File: config.mk
export PLATFORM = sky130hd
export DESIGN_NAME = dec_scan_seq
export DESIGN_NICKNAME = d
export VERILOG_FILES = /design/src/rtl/dec_scan_seq_pkg.sv /design/src/rtl/dec_scan_seq_next_ch_find.sv /design/src/rtl/dec_scan_seq.sv
export SDC_FILE = /design/constraint.sdc
export NUM_CORES = 1
export LEC_CHECK = 0
export ABC_AREA = 1
export BUFFER_PORTS_ARGS = -buffer_cell sky130_fd_sc_hd__buf_4
export CAP_MARGIN = 20
export CORE_AREA = 2 2 97 80
export DETAILED_ROUTE_END_ITERATION = 8
export DIE_AREA = 0 0 99 82
export PLACE_DENSITY = 0.59
export RECOVER_POWER = 100
export SLEW_MARGIN = 20
export SYNTH_ARGS = -nofsm -noshare
export SYNTH_HDL_FRONTEND = slang
export SYNTH_HIERARCHICAL = 1
export SYNTH_SLANG_ARGS = --single-unit
File: constraint.sdc
create_clock -name clk -period 2.5 [get_ports clk]
set_clock_uncertainty 0.1 [all_clocks]
set_input_delay 0.25 -clock clk [delete_from_list [all_inputs] [get_ports clk]]
set_output_delay 0.25 -clock clk [all_outputs]
set_load 0.03 [all_outputs]
File: src/rtl/dec_scan_seq_pkg.sv
`default_nettype none
// +----------------------------------------------------------------------------+
// | dec_scan_seq_pkg : shared state encoding and channel sizes for the scanner |
// | Revision: 1.0                                                              |
// +----------------------------------------------------------------------------+
package dec_scan_seq_pkg;

    localparam int CH_W   = 4;
    localparam int NUM_CH = 16;

    typedef enum logic [1:0] {
        IDLE   = 2'd0,
        ACTIVE = 2'd1,
        GAP    = 2'd2
    } state_t;

    typedef logic [CH_W-1:0]   ch_t;
    typedef logic [NUM_CH-1:0] mask_t;

endpackage
`default_nettype wire

File: src/rtl/dec_scan_seq_next_ch_find.sv
`default_nettype none
// +----------------------------------------------------------------------------+
// | dec_scan_seq_next_ch_find : next set bit above cur, plus lowest set bit    |
// | Revision: 1.0                                                              |
// +----------------------------------------------------------------------------+
module dec_scan_seq_next_ch_find
    import dec_scan_seq_pkg::*;
(
    input  mask_t mask,
    input  ch_t   cur,
    output ch_t   next_ch,
    output logic  found,
    output ch_t   first_ch
);

    // Descending walk so the lowest qualifying bit is the last one written.
    always_comb begin
        next_ch  = '0;
        found    = 1'b0;
        first_ch = '0;
        for (int i = NUM_CH - 1; i >= 0; i--) begin
            if (mask[i]) begin
                first_ch = ch_t'(i);
                if (ch_t'(i) > cur) begin
                    next_ch = ch_t'(i);
                    found   = 1'b1;
                end
            end
        end
    end

endmodule
`default_nettype wire

File: src/rtl/dec_scan_seq.sv
`default_nettype none
// +----------------------------------------------------------------------------+
// | dec_scan_seq : dwell/blank scan sequencer driving a 4-to-16 decoder        |
// | Revision: 1.0                                                              |
// +----------------------------------------------------------------------------+
module dec_scan_seq
    import dec_scan_seq_pkg::*;
#(
    parameter int DWELL = 8,
    parameter int BLANK = 2,
    parameter int CNT_W = 8
) (
    input  logic              clk,
    input  logic              rst_n,
    input  logic              start,
    input  logic              stop,
    input  logic              continuous,
    input  logic [NUM_CH-1:0] ch_mask,
    output logic              en,
    output logic              in0,
    output logic              in1,
    output logic              in2,
    output logic              in3,
    output logic              busy,
    output logic              done
);

    localparam logic [CNT_W-1:0] DWELL_LD = CNT_W'(DWELL - 1);
    localparam logic [CNT_W-1:0] BLANK_LD = (BLANK > 0) ? CNT_W'(BLANK - 1) : '0;

    state_t           state_q, state_d;
    logic [CNT_W-1:0] cnt_q, cnt_d;
    ch_t              ch_q, ch_d;
    mask_t            mask_q, mask_d;
    logic             cont_q, cont_d;
    logic             en_q, en_d;
    logic             busy_q, busy_d;
    logic             done_q, done_d;

    ch_t  next_ch;
    logic next_found;
    ch_t  live_first;
    logic live_any;
    logic advance;

    ch_t  unused_first_latched;
    ch_t  unused_next_live;
    logic unused_found_live;

    // Search above the current channel in the latched mask.
    dec_scan_seq_next_ch_find u_find_next (
        .mask     (mask_q),
        .cur      (ch_q),
        .next_ch  (next_ch),
        .found    (next_found),
        .first_ch (unused_first_latched)
    );

    // Lowest channel of the live mask, used at start and at each wrap.
    dec_scan_seq_next_ch_find u_find_live (
        .mask     (ch_mask),
        .cur      (ch_q),
        .next_ch  (unused_next_live),
        .found    (unused_found_live),
        .first_ch (live_first)
    );

    assign live_any = |ch_mask;

    always_comb begin
        state_d = state_q;
        cnt_d   = cnt_q;
        ch_d    = ch_q;
        mask_d  = mask_q;
        cont_d  = cont_q;
        en_d    = en_q;
        busy_d  = busy_q;
        done_d  = 1'b0;
        advance = 1'b0;

        if (state_q != IDLE && stop) begin
            state_d = IDLE;
            en_d    = 1'b0;
            busy_d  = 1'b0;
            cnt_d   = '0;
        end else begin
            case (state_q)
                IDLE: begin
                    if (start && !stop) begin
                        mask_d = ch_mask;
                        cont_d = continuous;
                        if (live_any) begin
                            state_d = ACTIVE;
                            ch_d    = live_first;
                            cnt_d   = DWELL_LD;
                            en_d    = 1'b1;
                            busy_d  = 1'b1;
                        end else begin
                            done_d = 1'b1;
                        end
                    end
                end
                ACTIVE: begin
                    if (cnt_q == '0) begin
                        if (BLANK == 0) begin
                            advance = 1'b1;
                        end else begin
                            state_d = GAP;
                            en_d    = 1'b0;
                            cnt_d   = BLANK_LD;
                        end
                    end else begin
                        cnt_d = cnt_q - CNT_W'(1);
                    end
                end
                GAP: begin
                    if (cnt_q == '0) begin
                        advance = 1'b1;
                    end else begin
                        cnt_d = cnt_q - CNT_W'(1);
                    end
                end
                default: begin
                    state_d = IDLE;
                    en_d    = 1'b0;
                    busy_d  = 1'b0;
                    cnt_d   = '0;
                end
            endcase

            if (advance) begin
                if (next_found) begin
                    state_d = ACTIVE;
                    ch_d    = next_ch;
                    cnt_d   = DWELL_LD;
                    en_d    = 1'b1;
                end else if (cont_q && live_any) begin
                    state_d = ACTIVE;
                    mask_d  = ch_mask;
                    ch_d    = live_first;
                    cnt_d   = DWELL_LD;
                    en_d    = 1'b1;
                end else begin
                    if (cont_q) begin
                        mask_d = ch_mask;
                    end
                    state_d = IDLE;
                    cnt_d   = '0;
                    en_d    = 1'b0;
                    busy_d  = 1'b0;
                    done_d  = 1'b1;
                end
            end
        end
    end

    always_ff @(posedge clk) begin
        if (!rst_n) begin
            state_q <= IDLE;
            cnt_q   <= '0;
            ch_q    <= '0;
            mask_q  <= '0;
            cont_q  <= 1'b0;
            en_q    <= 1'b0;
            busy_q  <= 1'b0;
            done_q  <= 1'b0;
        end else begin
            state_q <= state_d;
            cnt_q   <= cnt_d;
            ch_q    <= ch_d;
            mask_q  <= mask_d;
            cont_q  <= cont_d;
            en_q    <= en_d;
            busy_q  <= busy_d;
            done_q  <= done_d;
        end
    end

    assign en   = en_q;
    assign in0  = ch_q[0];
    assign in1  = ch_q[1];
    assign in2  = ch_q[2];
    assign in3  = ch_q[3];
    assign busy = busy_q;
    assign done = done_q;

endmodule
`default_nettype wire

---- Word level (Yosys, flattened, before mapping) ----
Cells that the tools add are included.
storage, ports and cells
  output and inout bits ................... 7
  input port bits ......................... 21
  flip-flop bits (word level) ............. 34
  word-level logic and storage cells ...... 176
cells by class
  bitwise logic cells ..................... 2
  reduce and logical (&&, ||, !) cells .... 13
  add/sub/neg operators ................... 1
  eq/ne operators ......................... 7
  $lt $le $gt $ge ......................... 16
  mux-type cells .......................... 129
operator list
  cell                                                                             number
  4-bit 2-to-1 mux                                                                 54
  16-bit 2-to-1 mux                                                                6
  1-bit 2-to-1 mux                                                                 54
  8-bit 2-to-1 mux                                                                 5
  4-bit greater-than comparator (first input constant)                             8
  8-bit one-hot mux with 3 select lines                                            1
  3-bit by 4-bit greater-than comparator with 1-bit output (first input constant)  4
  16-bit OR reduction                                                              1
  3-bit inequality test (second input constant)                                    4
  1-bit by 4-bit greater-than comparator with 1-bit output (first input constant)  2
  2-bit by 4-bit greater-than comparator with 1-bit output (first input constant)  2
  8-bit logical NOT                                                                1
  2-bit 2-to-1 mux                                                                 4
  8-bit by 1-bit subtractor with 8-bit output (second input constant)              1
  3-bit 2-to-1 mux                                                                 2
  2-bit one-hot mux with 3 select lines                                            1
  3-bit AND reduction                                                              2
  4-bit AND reduction                                                              1
  2-bit OR reduction                                                               2
  1-bit logical AND                                                                3
  1-bit one-hot mux with 3 select lines                                            1
  2-bit by 1-bit == test with 1-bit output (second input constant)                 1
  2-bit == test (second input constant)                                            1
  2-bit logical NOT                                                                1
  5 further kinds                                                                  6

---- Logic depth before layout (Yosys ltp) ----
Gate-level depths: netlist (run 1).
  depth after elaboration ................. 35
  gate-level depth with buffers ........... 23
  gate-level depth less buffers ........... 23

---- Cells and area by module ----
Netlist (run 1), hierarchy kept.
by module, submodules not included
  module                     seq. area each (um^2)  area each (um^2)  times used  cells each
  dec_scan_seq               660.6                  1,819.2           1           281
  dec_scan_seq_next_ch_find  0.0                    489.2             2           106

---- Least setup slack after synthesis (run 1) ----
OpenSTA, ideal clock, no wires.
  kind .................................... register to register
  start point ............................. register ch_q[2]
  end point ............................... register mask_q[10]
  path buffers ............................ 1
  path slack .............................. -219 ps
  arrival time ............................ 2,506 ps
  data required time ...................... 2,287 ps
  stages on the path, launching flop included .. 15
  setup time .............................. 113 ps
  clock period less this slack ............ 2,719 ps
  path through ............................ dfxtp_1 nand2_2 clkinv_2 nand2_1 a21boi_0 nand3_1 nor3_1 nand3b_1 nor2_1 nand3_4 nand2_4 inv_4 buf_6 o21ai_2 nor2_1
on the way
  longest elaborated chain between the ends .. 35
  elaborated cells between the ends (all ways) .. 50
  classes of those cells .................. 16 x order compare; 34 x mux
RTL lines
  element                        line                             source
  from (decl)                    dec_scan_seq.sv:33               ch_t ch_q, ch_d;
  from (signal assigned)         dec_scan_seq.sv:170              ch_q <= ch_d;
  4-bit greater-than comparator  -
  1-bit 2-to-1 mux               dec_scan_seq_next_ch_find.sv:24  if (ch_t'(i) > cur) begin
  1-bit 2-to-1 mux               dec_scan_seq_next_ch_find.sv:22  if (mask[i]) begin
  1-bit 2-to-1 mux               dec_scan_seq_next_ch_find.sv:24
  1-bit 2-to-1 mux               dec_scan_seq_next_ch_find.sv:22
  1-bit 2-to-1 mux               dec_scan_seq_next_ch_find.sv:24
  1-bit 2-to-1 mux               dec_scan_seq_next_ch_find.sv:22
  1-bit 2-to-1 mux               dec_scan_seq_next_ch_find.sv:24
  [20 not listed]                -
  1-bit 2-to-1 mux               dec_scan_seq_next_ch_find.sv:22
  1-bit 2-to-1 mux               dec_scan_seq_next_ch_find.sv:24
  1-bit 2-to-1 mux               dec_scan_seq_next_ch_find.sv:22
  1-bit 2-to-1 mux               dec_scan_seq_next_ch_find.sv:24
  1-bit 2-to-1 mux (*)           dec_scan_seq_next_ch_find.sv:22
  named net next_found           dec_scan_seq.sv:41               logic next_found;
  16-bit 2-to-1 mux (*)          dec_scan_seq.sv:132              if (next_found) begin
  16-bit 2-to-1 mux (*)          dec_scan_seq.sv:131              if (advance) begin
  to (signal assigned)           dec_scan_seq.sv:171              mask_q <= mask_d;
  to (decl)                      dec_scan_seq.sv:34               mask_t mask_q, mask_d;
Mark *: on every way through the listed nets, which the timed path passes. The rest lies on a longest branch.
A chain may end at the register's enable or synchronous reset.

---- Worst setup path in the final report (run 1) ----
  start point ............................. register cnt_q[0]
  end point ............................... register cnt_q[5]
on the way
  longest elaborated chain between the ends .. 6
  elaborated cells between the ends (all ways) .. 13
  classes of those cells .................. 1 x add/sub; 3 x eq/ne; 7 x mux; 2 x reduce/logical
RTL lines
  element                                                                              line                 source
  from (decl)                                                                          dec_scan_seq.sv:32   logic [CNT_W-1:0] cnt_q, cnt_d;
  from (signal assigned)                                                               dec_scan_seq.sv:169  cnt_q <= cnt_d;
  branches (longest 6 deep; another with 8-bit by 1-bit subtractor with 8-bit output)  -
Several ways; the timed one is not identified. The select of a mux whose other input is x is not followed.

==> results.md, run 1 <==
- Data arrives at the worst endpoint at 2.31 ns.
- Based on the critical path, the design can be clocked at up to 449 MHz.
- Setup violations remaining at the end of the flow were counted as 0.
- The actual slew at the worst max-slew pin is 0.657 ns.
- Routability-driven placement finished with a final weighted congestion of 0.810.
- Counting the buffers created by CTS gives 5.
- In the final layout, the share of cells above drive strength 1 is 12.4%.
- The vertical extent of the die is 82 um.
- The clock sink total is 32.
- After routing, the total negative slack on setup checks comes to 0 ns.
- The number of nets in the synthesized netlist is 413.
- The worst setup slack after layout is 0.275 ns.
- Entering global routing, the biggest net connects 22 pins.
- The number of global-route vias before repair is 2121.
- The clock period could shrink to 2.23 ns.
- The final critical path takes up 89.0% of the cycle.
- The H-tree generated during clock tree synthesis spans 2 levels.
- The number of search-and-repair iterations in the first detailed-routing pass is 4.
- The final layout contains 446 nets.
- The synthesized instance count is 386.
- The analysis attributes to cell leakage a power of 1.32 nW.
- The hold violation count in the final report is 0.
- The area of the mapped netlist is 2290 um2.
- The x dimension of the die is 99 um.
- The flow ran to the end, and the final reports show no timing, DRC or antenna violations.
- The number of max-slew violations in the final report is 0.
- The critical setup path kind is register to register.
- The count of nets left with antenna violations once routing finished came out at 0.
- The DRC violation count after routing is 0.
- The boundary pin count is 28.
- At the worst endpoint, the required time is 2.59 ns.
- The path class of the tightest hold or removal check is input port to register.
- The pre-CTS setup slack is 0.0326 ns.
- Power comes to 2.47 mW.
- The growth of design area from synthesis to finish is 16.0%.
- The wire length of the first global-routing pass is 9920 um.
- The buffer levels on the longest clock path is 2.
- Clock latency on the worst-skew pair, taken at its later pin, is 0.29 ns.
- The worst setup path is launched from a register.
- The initial utilization of the core area, before any placement, comes to 31.8%.
- The endpoint type of the worst setup path is a register.
- The total overflow left after global routing is 0.
- The root buffer cell is sky130_fd_sc_hd__clkbuf_8.
- The count of yosys warnings during synthesis is 6.
- The floorplan step defined a die boundary enclosing 8120 um2.
- The routed via count divided by cell count is 4.76.
- TritonCTS built the clock tree.
- The count of standard-cell rows is 28.
- IR analysis of the VDD net gives a maximum drop of 311 uV.
- The total routing resource utilization after global routing is 15.3%.
- Setup repair after global routing left no endpoint under its margin.
- The clock transition at the register clock pins on the worst setup and hold paths after CTS is 0.07 ns.
- The power density over cell area is 932 nW/um2.
- The average cell area after synthesis is 5.93 um2.
- The repair_antennas step left the layout with diodes totalling 0.
- The maximum fanout encountered on the critical timing path is 19.
- The half-perimeter wire length after placement is 4540 um.
- The number of antenna violations at the first check in global routing was 0.
- The core region is 7180 um2.
- The mean routed wirelength per cell is 11.7 um.
- The wire length reported by the detailed router is 5950 um.
- Headroom to the max-slew limit came out at 56.1%.
- Max-cap violations in this run came to 0.
- During placement, the flow inserted port buffers numbering 27.
- The DRC violation total after the first TritonRoute iteration is 176.
- The detailed-route via count is 2425.
==> routing by layer <==
layer / part of all wire (%) / track usage [%] / up-vias
met3: 4.0 / 2.13 / 6
li1: - / - / 1284
met2: 41 / 23.1 / 48
met4: 1.7 / 6.71 / 0
met5: 0 / 0 / -
met1: 53 / 21.7 / 1087
==> sequential cells by signal, indices dropped and copies added (netlist names) <==
| signal | flops |
|---|---|
| ch_q | 4 |
| done | 1 |
| cnt_q | 8 |
| cont_q | 1 |
| busy | 1 |
| en | 1 |
| state_q | 1 |
| mask_q | 15 |
==> report_power, final <==
part / leakage (nW) / internal, mW / switching, mW
combinational: 1.02 / 0.467 / 0.856
clock: 0.0410 / 0.189 / 0.196
sequential: 0.264 / 0.640 / 0.124
==> cell type report <==
cell class	instances	area (um2)
timing repair buffer	32	225
tap	90	113
clock buffer	6	72.6
multi-input combinational	285	1350
sequential	32	647
fill	777	4530
clock inverter	1	5.00
inverter	63	245
==> worst max-delay path: stages (launching register included) <==
cell	delay (ns)
sky130_fd_sc_hd__dfxtp_1	0.34
sky130_fd_sc_hd__inv_1	0.08
sky130_fd_sc_hd__ha_1	0.14
sky130_fd_sc_hd__nand2_1	0.05
sky130_fd_sc_hd__nor2_1	0.22
sky130_fd_sc_hd__nand2_1	0.18
sky130_fd_sc_hd__nand3_1	0.51
sky130_fd_sc_hd__nand2_1	0.30
sky130_fd_sc_hd__nand3_1	0.16
sky130_fd_sc_hd__nor2_1	0.05
==> cells in the final DEF, fill, tap and decap left out, types with 2 or more instances in the layout <==
master	count
sky130_fd_sc_hd__nand2_1	97
sky130_fd_sc_hd__nor2_1	72
sky130_fd_sc_hd__inv_1	58
sky130_fd_sc_hd__nand3_1	35
sky130_fd_sc_hd__dfxtp_1	29
sky130_fd_sc_hd__o21ai_0	28
sky130_fd_sc_hd__buf_4	28
sky130_fd_sc_hd__a21oi_1	9
sky130_fd_sc_hd__nor3_1	6
sky130_fd_sc_hd__ha_1	6
sky130_fd_sc_hd__nor4_1	5
sky130_fd_sc_hd__clkbuf_8	5
sky130_fd_sc_hd__clkbuf_1	5
sky130_fd_sc_hd__o211ai_1	5
sky130_fd_sc_hd__nand2_2	3
sky130_fd_sc_hd__nor2_2	2
sky130_fd_sc_hd__nand3b_1	2
sky130_fd_sc_hd__dfxtp_2	2
sky130_fd_sc_hd__clkinv_2	2
sky130_fd_sc_hd__o21bai_1	2
==> what timing repair did <==
item                       CTS  global route
hold buffers                 0             0
resized for setup            0             4
setup endpoints to repair    8            23
pin swaps                    1             1
setup buffers                1             0
hold endpoints to repair     0             0
==> metrics by stage <==
step                      util, %  hold WS, ns  instances  cell area [um2]
after global placement       36.1        0.374        501             2590
after global routing         37.0        0.122        509             2650
after floorplan                 -        0.284        386             2290
after detailed placement     36.1        0.375        501             2590
final                        37.0        0.116        509             2650
after CTS                    37.3        0.110        509             2680
==> path summary, 6_finish.rpt <==
kind                          start                     end  slack [ns]  cells past startpoint
max           cnt_q[0]$_SDFFE_PP0P_   cnt_q[5]$_SDFFE_PP0P_        0.27                      9
max reg2reg   cnt_q[0]$_SDFFE_PP0P_   cnt_q[5]$_SDFFE_PP0P_        0.27                      9
min reg2reg  mask_q[1]$_SDFFE_PN0N_  mask_q[1]$_SDFFE_PN0N_        0.39                      2
min                      ch_mask[9]  mask_q[9]$_SDFFE_PN0N_        0.12                      3
(Power assumes the default switching activity.)
==> run 2, diff against run 1 <==
- CORE_AREA: 2 2 97 80 -> 2 2 87 89
- DIE_AREA: 0 0 99 82 -> 0 0 89 91
- PLACE_DENSITY: 0.59 -> 0.57
- clock period: 2.5 -> 2.52 ns (I/O delays scaled with it)
==> run 2 against run 1 <==
  * Core utilization increased by 1.1 points
  * Largest power group unchanged
  * Non-clock buffer count increased by 3
  * Total power increased by 1.8%
  * Clock-buffer cell count unchanged
  * Register-to-register slack got worse by 0.05 ns
==> results.md, run 2 (synthesis gave the netlist of run 1 again) <==
- Setup repair after global routing left no endpoint under its margin.
- The endpoint type of the worst setup path is a register.
- The number of antenna violations at the first check in global routing is 0 (unchanged).
- The insertion delay of the later-clocked pin in the worst-skew pair is 0.29 ns (about the same).
- The clock transition at the register clock pins on the worst setup and hold paths after CTS is 0.07 ns (about the same).
- The headroom to the max-slew limit is 56.6% (+0.55 points).
- The flow ran to the end, and the final reports show no timing, DRC or antenna violations.
- The number of search-and-repair iterations in the first detailed-routing pass is 4 (unchanged).
- The startpoint identified for the worst register-to-register timing path is ch_q[2]$_SDFFE_PN0N_.
- The area of all sequential standard cells is 648 um2 (+0.19%).
- The worst reg-to-reg setup slack was 0.23 ns (-0.05 ns).
- The DRC violation count after routing is 0 (unchanged).
- The maximum fanout encountered on the critical timing path was 15 (-4).
- The largest incremental delay on the critical path is 0.40 ns (-0.11 ns).
- The amount of wire on met2 after detailed routing is 2670 um (+9.1%).
- The x dimension of the die is 89 um (-10%).
- The root buffer cell is sky130_fd_sc_hd__clkbuf_8.
- The buffer levels on the longest clock path came to 2 (unchanged).
- On the critical path, the stage with the largest delay is an instance of sky130_fd_sc_hd__dfxtp_4.
- The top routing layer in use is met4.
- In this run the most critical hold path is launched from ch_mask[2].
- The worst voltage drop across the vdd grid was 268 uV (-14%).
- The number of nets at the end of the flow is 449 (+0.67%).
- The worst setup slack after layout came to 0.227 ns (-0.0482 ns).
- The final setup violation count is 0 (unchanged).
- The core footprint came to 7140 um2 (-0.63%).
- The aggregate global routing overflow is 0 (unchanged).
- The fill cell total of the finished layout is 807 (+3.9%).
- The vertical extent of the die is 91 um (+11%).
- In the layout the commonest cells are 95 x sky130_fd_sc_hd__nand2_1, 71 x sky130_fd_sc_hd__nor2_1, 58 x sky130_fd_sc_hd__inv_1.
- The actual slew at the worst max-slew pin came to 0.649 ns (-0.00824 ns).
- The proportion of layout cells with a drive suffix above 1 is 12.8% (+0.39 points).
- The shortest period the worst path allows is 2.29 ns (+0.0682 ns).
- The total routing resource utilization after global routing is 16.1% (+0.80 points).
- The port buffer count came to 27 (unchanged).
- The total power is 2.52 mW (+1.8%).
- The leakage dissipation was 1.34 nW (+1.4%).
- The H-tree level count was 2 (unchanged).
- The boundary pin count was 28 (unchanged).
- The DRC violation total after the first TritonRoute iteration is 101 (-43%).
- The flip-flop count of the largest register, all copies and words added is 15 (unchanged).
- The power density over cell area is 928 nW/um2 (-0.39%).
- The post-route setup TNS came to 0 ns (unchanged).
- The final worst-path cycle share is 91.0% (+2.0 points).
- The fmax is 436 MHz (-3.0%).
- The largest registers in the layout are mask_q: 15 flops, cnt_q: 8 flops, ch_q: 4 flops.
- The wire length reported by the detailed router is 5930 um (-0.40%).
- The pin count of the biggest net entering global routing is 22 (unchanged).
- The pre-CTS setup slack is 0.126 ns (+0.0937 ns).
- The half-perimeter wire length after placement is 4540 um (about the same).
- The hold violation count in the final report is 0 (unchanged).
- The number of violations of the max-capacitance limit came to 0 (unchanged).
- The mean routed wirelength per cell is 11.4 um (-2.7%).
- The antenna cell count was 0 (unchanged).
- The number of global-route vias before repair is 2261 (+6.6%).
- The effective utilization at floorplan is 32.0% (+0.20 points).
- The wire length of the first global-routing pass is 10400 um (+4.6%).
- The area of all placed cells without fillers is 2710 um2 (+2.2%).
- The count of standard-cell rows is 31 (+11%).
- The final standard cell count with taps included and fillers excluded is 521 (+2.4%).
- The area growth from synthesis to layout is 18.6%.
- The final core area utilization was 38.0% (+1.1 points).
- Walking the worst path, the cells encountered are nand2_2 > clkinv_2 > nand2_1 > a21boi_0 > nand3_1 > nor3_2 > nand3b_1 > nor2_4 > nand3_4 > nand2_4 > inv_4 > o21ai_0 > nor2_1.
- The remaining antenna violation count is 0 (unchanged).
- The CTS tree is built.
- The instance count along the most critical hold path is 3 (unchanged).
- The path class of the tightest hold or removal check is input port to register.
- The data arrival time of the critical path is 2.37 ns (+0.06 ns).
- The number of cells on the worst reg-to-reg path is 13 (+4).
- The met3 wire length came to 175 um (-26%).
- The cell family contributing the most delay on the critical path is simple AND/OR/NAND/NOR gates.
- The count of placed standard cells including taps is 511 (+2.0%).
- The number of max-slew violations in the final report is 0 (unchanged).
- The placer's final routability congestion estimate is 0.855 (+5.5%).
- The critical setup path kind is register to register.
- The required time reported for the critical path endpoint is 2.59 ns (about the same).
- The clock sink total came to 32 (unchanged).
- The buffers plus inverters on the worst setup path is 2 (+1).
- The footprint of the multi-input gates is 1370 um2 (+1.7%).
- The die footprint was 8100 um2 (-0.23%).
- The most common library cell in the layout ignoring fill and taps is sky130_fd_sc_hd__nand2_1.
- The met1 layer wirelength in the final routing was 2990 um (-5.5%).
- The total clock buffers created by CTS was 5 (unchanged).
- The endpoint of the worst hold-timing path is mask_q[2]$_SDFFE_PN0N_.
- More flip-flops sit in one register than any other, and that register is mask_q.
- The instance area after placement is 2630 um2 (+1.2%).
- The worst slack on hold paths is 0.123 ns (+0.00710 ns).
- The detailed-route via count is 2368 (-2.4%).
- The routed via count divided by cell count was 4.55 (-4.6%).
- STA classifies the critical path startpoint as a register.
- The endpoint identified for the worst register-to-register timing path is mask_q[3]$_SDFFE_PN0N_.
## run 2: how the worst max path moves through the flow
stage                     cells past startpoint                      end                 start
after detailed placement                     13   mask_q[3]$_SDFFE_PN0N_  ch_q[2]$_SDFFE_PN0N_
final                                        13   mask_q[3]$_SDFFE_PN0N_  ch_q[2]$_SDFFE_PN0N_
after CTS                                    13   mask_q[3]$_SDFFE_PN0N_  ch_q[2]$_SDFFE_PN0N_
after global routing                         13   mask_q[2]$_SDFFE_PN0N_  ch_q[2]$_SDFFE_PN0N_
after global placement                       13   mask_q[3]$_SDFFE_PN0N_  ch_q[3]$_SDFFE_PN0N_
after floorplan                              14  mask_q[10]$_SDFFE_PN0N_  ch_q[1]$_SDFFE_PN0N_
## run 2: metal layers
metal | vias up | track usage [%]
met1 | 1036 | 21.9
met4 | 0 | 5.35
met3 | 9 | 2.82
li1 | 1285 | -
met5 | - | 0
met2 | 38 | 25.5
## run 2: worst register-to-register path, stage by stage (launching register included)
cell and delay [ns]:
sky130_fd_sc_hd__dfxtp_4 0.40, sky130_fd_sc_hd__nand2_2 0.11, sky130_fd_sc_hd__clkinv_2 0.07, sky130_fd_sc_hd__nand2_1 0.06
sky130_fd_sc_hd__a21boi_0 0.22, sky130_fd_sc_hd__nand3_1 0.16, sky130_fd_sc_hd__nor3_2 0.17, sky130_fd_sc_hd__nand3b_1 0.21
sky130_fd_sc_hd__nor2_4 0.19, sky130_fd_sc_hd__nand3_4 0.09, sky130_fd_sc_hd__nand2_4 0.10, sky130_fd_sc_hd__inv_4 0.08
sky130_fd_sc_hd__o21ai_0 0.16, sky130_fd_sc_hd__nor2_1 0.05
## run 2: final cells by class
| class | count | area share (%) |
|---|---|---|
| Inverter | 63 | 9.04 |
| Sequential cell | 32 | 23.9 |
| Multi-Input combinational cell | 285 | 50.5 |
| Clock buffer | 6 | 2.68 |
| Clock inverter | 1 | 0.185 |
| Timing Repair Buffer | 35 | 9.18 |
| Tap cell | 99 | 4.57 |
## run 2: power by group
| group | internal [mW] | switching (mW) | total (mW) |
|---|---|---|---|
| Combinational | 0.496 | 0.886 | 1.38 |
| Clock | 0.188 | 0.193 | 0.381 |
| Sequential | 0.635 | 0.119 | 0.754 |
| Total | 1.32 | 1.20 | 2.52 |
## run 2: timing repair
| action | CTS | global route |
|---|---|---|
| hold buffers | 0 | 0 |
| setup buffers | 0 | 3 |
| setup endpoints to repair | 0 | 23 |
| resized for setup | 0 | 5 |
| endpoints found under the hold margin | 0 | 0 |
==> run 3, diff against run 2 <==
- RECOVER_POWER: 100 -> default
==> run 3 against run 2 <==
  * Via count barely moved
  * Combinational power barely moved
  * Clock-buffer cell count did not move
  * Highest routed layer unchanged
==> results.md, run 3 (synthesis gave the netlist of run 1 again) <==
- The largest registers in the layout are mask_q: 15 flops, cnt_q: 8 flops, ch_q: 4 flops.
- The boundary pin count is 28 (unchanged).
- The proportion of layout cells with a drive suffix above 1 is 14.9% (+2.1 points).
- The wire length reported by the detailed router is 5920 um (about the same).
- The number of search-and-repair iterations in the first detailed-routing pass was 4 (unchanged).
- The fill cell total of the finished layout is 805 (-0.25%).
- The logic depth of the worst setup path including buffers is 13 (unchanged).
- The port buffer count is 27 (unchanged).
- The clock transition at the register clock pins on the worst setup and hold paths after CTS is 0.07 ns (about the same).
- The aggregate global routing overflow is 0 (unchanged).
- The area of all sequential standard cells is 648 um2 (unchanged).
- The number of violations of the max-capacitance limit is 0 (unchanged).
- The tree is rooted in a sky130_fd_sc_hd__clkbuf_8.
- The DRC violation total after the first TritonRoute iteration is 113 (+12%).
- The insertion delay of the later-clocked pin in the worst-skew pair was 0.29 ns (about the same).
- The total clock buffers created by CTS came to 5 (unchanged).
- The shortest period the worst path allows is 2.29 ns (-0.00456 ns).
- The endpoint type of the worst setup path is a register.
- The number of antenna violations at the first check in global routing was 0 (unchanged).
- The number of global-route vias before repair is 2261 (unchanged).
- TritonCTS built the clock tree.
- The part of the power in the clock network is 14.9% (-0.2 points).
- The signal on the critical path passes through nand2_2 > clkinv_2 > nand2_1 > a21boi_0 > nand3_1 > nor3_2 > nand3b_1 > nor2_4 > nand3_4 > nand2_4 > inv_4 > o21ai_0 > nor2_1.
- The headroom to the max-slew limit is 61.3% (+4.7 points).
- The final setup violation count is 0 (unchanged).
- The actual slew at the worst max-slew pin is 0.577 ns (-0.0726 ns).
- The flow ran to the end, and the final reports show no timing, DRC or antenna violations.
- The required time reported for the critical path endpoint is 2.59 ns (about the same).
- In this run the critical register-to-register path is captured at mask_q[3]$_SDFFE_PN0N_.
- The flip-flop count of the largest register, all copies and words added was 15 (unchanged).
- The cell family contributing the most delay on the critical path is simple AND/OR/NAND/NOR gates.
- The combinational share of power is 55.4% (+0.5 points).
- The switching portion of total power was 47.3% (-0.37 points).
- The maximum fanout encountered on the critical timing path came to 15 (unchanged).
- The die footprint is 8100 um2 (unchanged).
- The x dimension of the die came to 89 um (unchanged).
- The count of placed standard cells including taps is 511 (unchanged).
- The antenna cell count is 0 (unchanged).
- The final worst-path cycle share is 90.8% (-0.18 points).
- The largest incremental delay on the critical path is 0.40 ns (about the same).
- The share of power burned in registers was 29.6% (-0.4 points).
- The most common library cell in the layout ignoring fill and taps is sky130_fd_sc_hd__nand2_1.
- The routed via count divided by cell count came to 4.54 (about the same).
- The DRC violation count after routing is 0 (unchanged).
- The half-perimeter wire length after placement is 4540 um (unchanged).
- The wire length of the first global-routing pass was 10400 um (unchanged).
- The mean routed wirelength per cell is 11.4 um (about the same).
- The pin count of the biggest net entering global routing is 22 (unchanged).
- The number of nets at the end of the flow came to 449 (unchanged).
- The buffers plus inverters on the worst setup path is 2 (unchanged).
- The number of cells on the worst reg-to-reg path is 13 (unchanged).
- The hold violation count in the final report is 0 (unchanged).
- The worst setup slack after layout is 0.231 ns (+0.00456 ns).
- The worst voltage drop across the vdd grid was 268 uV (-0.10%).
- The footprint of the multi-input gates came to 1370 um2 (+0.37%).
- The classification of the worst-slack hold path is input port to register.
- Compared with the post-synthesis result, the final layout area differs by 20.0%.
- The post-route setup TNS is 0 ns (unchanged).
- The effective utilization at floorplan is 32.0% (unchanged).
- The number of max-slew violations in the final report came to 0 (unchanged).
- The data arrival time of the critical path is 2.36 ns (about the same).
- In this run the critical register-to-register path is launched from ch_q[2]$_SDFFE_PN0N_.
- STA classifies the critical path startpoint as a register.
- The clock sink total is 32 (unchanged).
- The fmax is 437 MHz (+0.20%).
- The final standard cell count with taps included and fillers excluded came to 521 (unchanged).
- The leakage dissipation is 1.38 nW (+2.7%).
- The switching power of the nets is 1.20 mW (+0.32%).
- The count of standard-cell rows was 31 (unchanged).
- In the layout the commonest cells are 95 x sky130_fd_sc_hd__nand2_1, 71 x sky130_fd_sc_hd__nor2_1, 58 x sky130_fd_sc_hd__inv_1.
- The detailed-route via count is 2367 (-0.042%).
- The internal power is 1.34 mW (+1.8%).
- The critical path in this run is classified as register to register.
- The remaining antenna violation count came to 0 (unchanged).
- The end point of the critical path is mask_q[3]$_SDFFE_PN0N_.
- The worst reg-to-reg setup slack is 0.23 ns (about the same).
- The worst slack on hold paths is 0.124 ns (+0.000948 ns).
- Setup repair after global routing left no endpoint under its margin.
- The H-tree level count is 2 (unchanged).
- The total routing resource utilization after global routing is 16.1% (unchanged).
- The power density over cell area is 927 nW/um2 (about the same).
- The largest register by flop count is mask_q.
- The placer's final routability congestion estimate is 0.855 (unchanged).
- The buffer levels on the longest clock path is 2 (unchanged).
- The critical path starts at ch_q[2]$_SDFFE_PN0N_.
- The vertical extent of the die was 91 um (unchanged).
- The pre-CTS setup slack is 0.126 ns (unchanged).
- The core footprint came to 7140 um2 (unchanged).
- The cell type of the slowest stage on the worst timing path is sky130_fd_sc_hd__dfxtp_4.
[run 3: changes by cell type in the layout (fill, tap and decap cells not counted), sizes merged]
| cell | delta |
|---|---|
| buf | +7 |
| clkbuf | -7 |
| clkinv | -1 |
| inv | +1 |
[run 3: worst min-delay path, stage by stage]
cell,delay (ns)
sky130_fd_sc_hd__buf_4,0.09
sky130_fd_sc_hd__nor2_1,0.04
sky130_fd_sc_hd__nor2_1,0.09
[run 3: layout make-up]
type | count | share of cell area [%]
Timing Repair Buffer | 35 | 10.0
Multi-Input combinational cell | 285 | 50.1
Clock inverter | 1 | 0.182
Inverter | 63 | 8.94
Tap cell | 99 | 4.51
Clock buffer | 6 | 2.64
Sequential cell | 32 | 23.6
[run 3: layer usage]
layer	GRT usage, %	part of all wire [%]	wire length, um	vias up
met5	0	0	0	-
met4	5.35	1.6	93	0
met3	2.82	2.9	170	9
met2	25.5	45	2690	35
met1	21.9	50	2970	1035
li1	-	-	-	1288
[run 3: power groups by stage]
stage          combinational, mW  sequential (mW)  clock (mW)
2_1_floorplan               1.00            0.788           0
3_3_place_gp                1.36            0.761           0
3_5_place_dp                1.36            0.764           0
4_1_cts                     1.37            0.754       0.392
5_1_grt                     1.64            0.777       0.412
6_report                    1.41            0.754       0.380
[run 3: timing repair]
action	4_1_cts	5_1_grt
gates resized for setup	0	5
endpoints found under the setup margin	0	23
setup buffers	0	3
hold buffers	0	0
[run 3: how the worst min path moves through the flow]
stage                      startpoint                      end  depth (start not counted)
4_1_cts                    ch_mask[2]   mask_q[2]$_SDFFE_PN0N_                          3
3_3_place_gp   mask_q[4]$_SDFFE_PN0N_   mask_q[4]$_SDFFE_PN0N_                          2
5_1_grt                   ch_mask[14]  mask_q[14]$_SDFFE_PN0N_                          3
6_report                   ch_mask[2]   mask_q[2]$_SDFFE_PN0N_                          3
3_5_place_dp   mask_q[4]$_SDFFE_PN0N_   mask_q[4]$_SDFFE_PN0N_                          2
2_1_floorplan             ch_mask[10]  mask_q[10]$_SDFFE_PN0N_                          2
[run 3: through the flow]
stage / total power [mW] / cell area, um2 / util [%]
after floorplan: 1.79 / 2290 / -
after global placement: 2.12 / 2630 / 36.8
after detailed placement: 2.13 / 2630 / 36.8
after CTS: 2.52 / 2700 / 37.9
after global routing: 2.83 / 2740 / 38.4
final: 2.54 / 2740 / 38.4
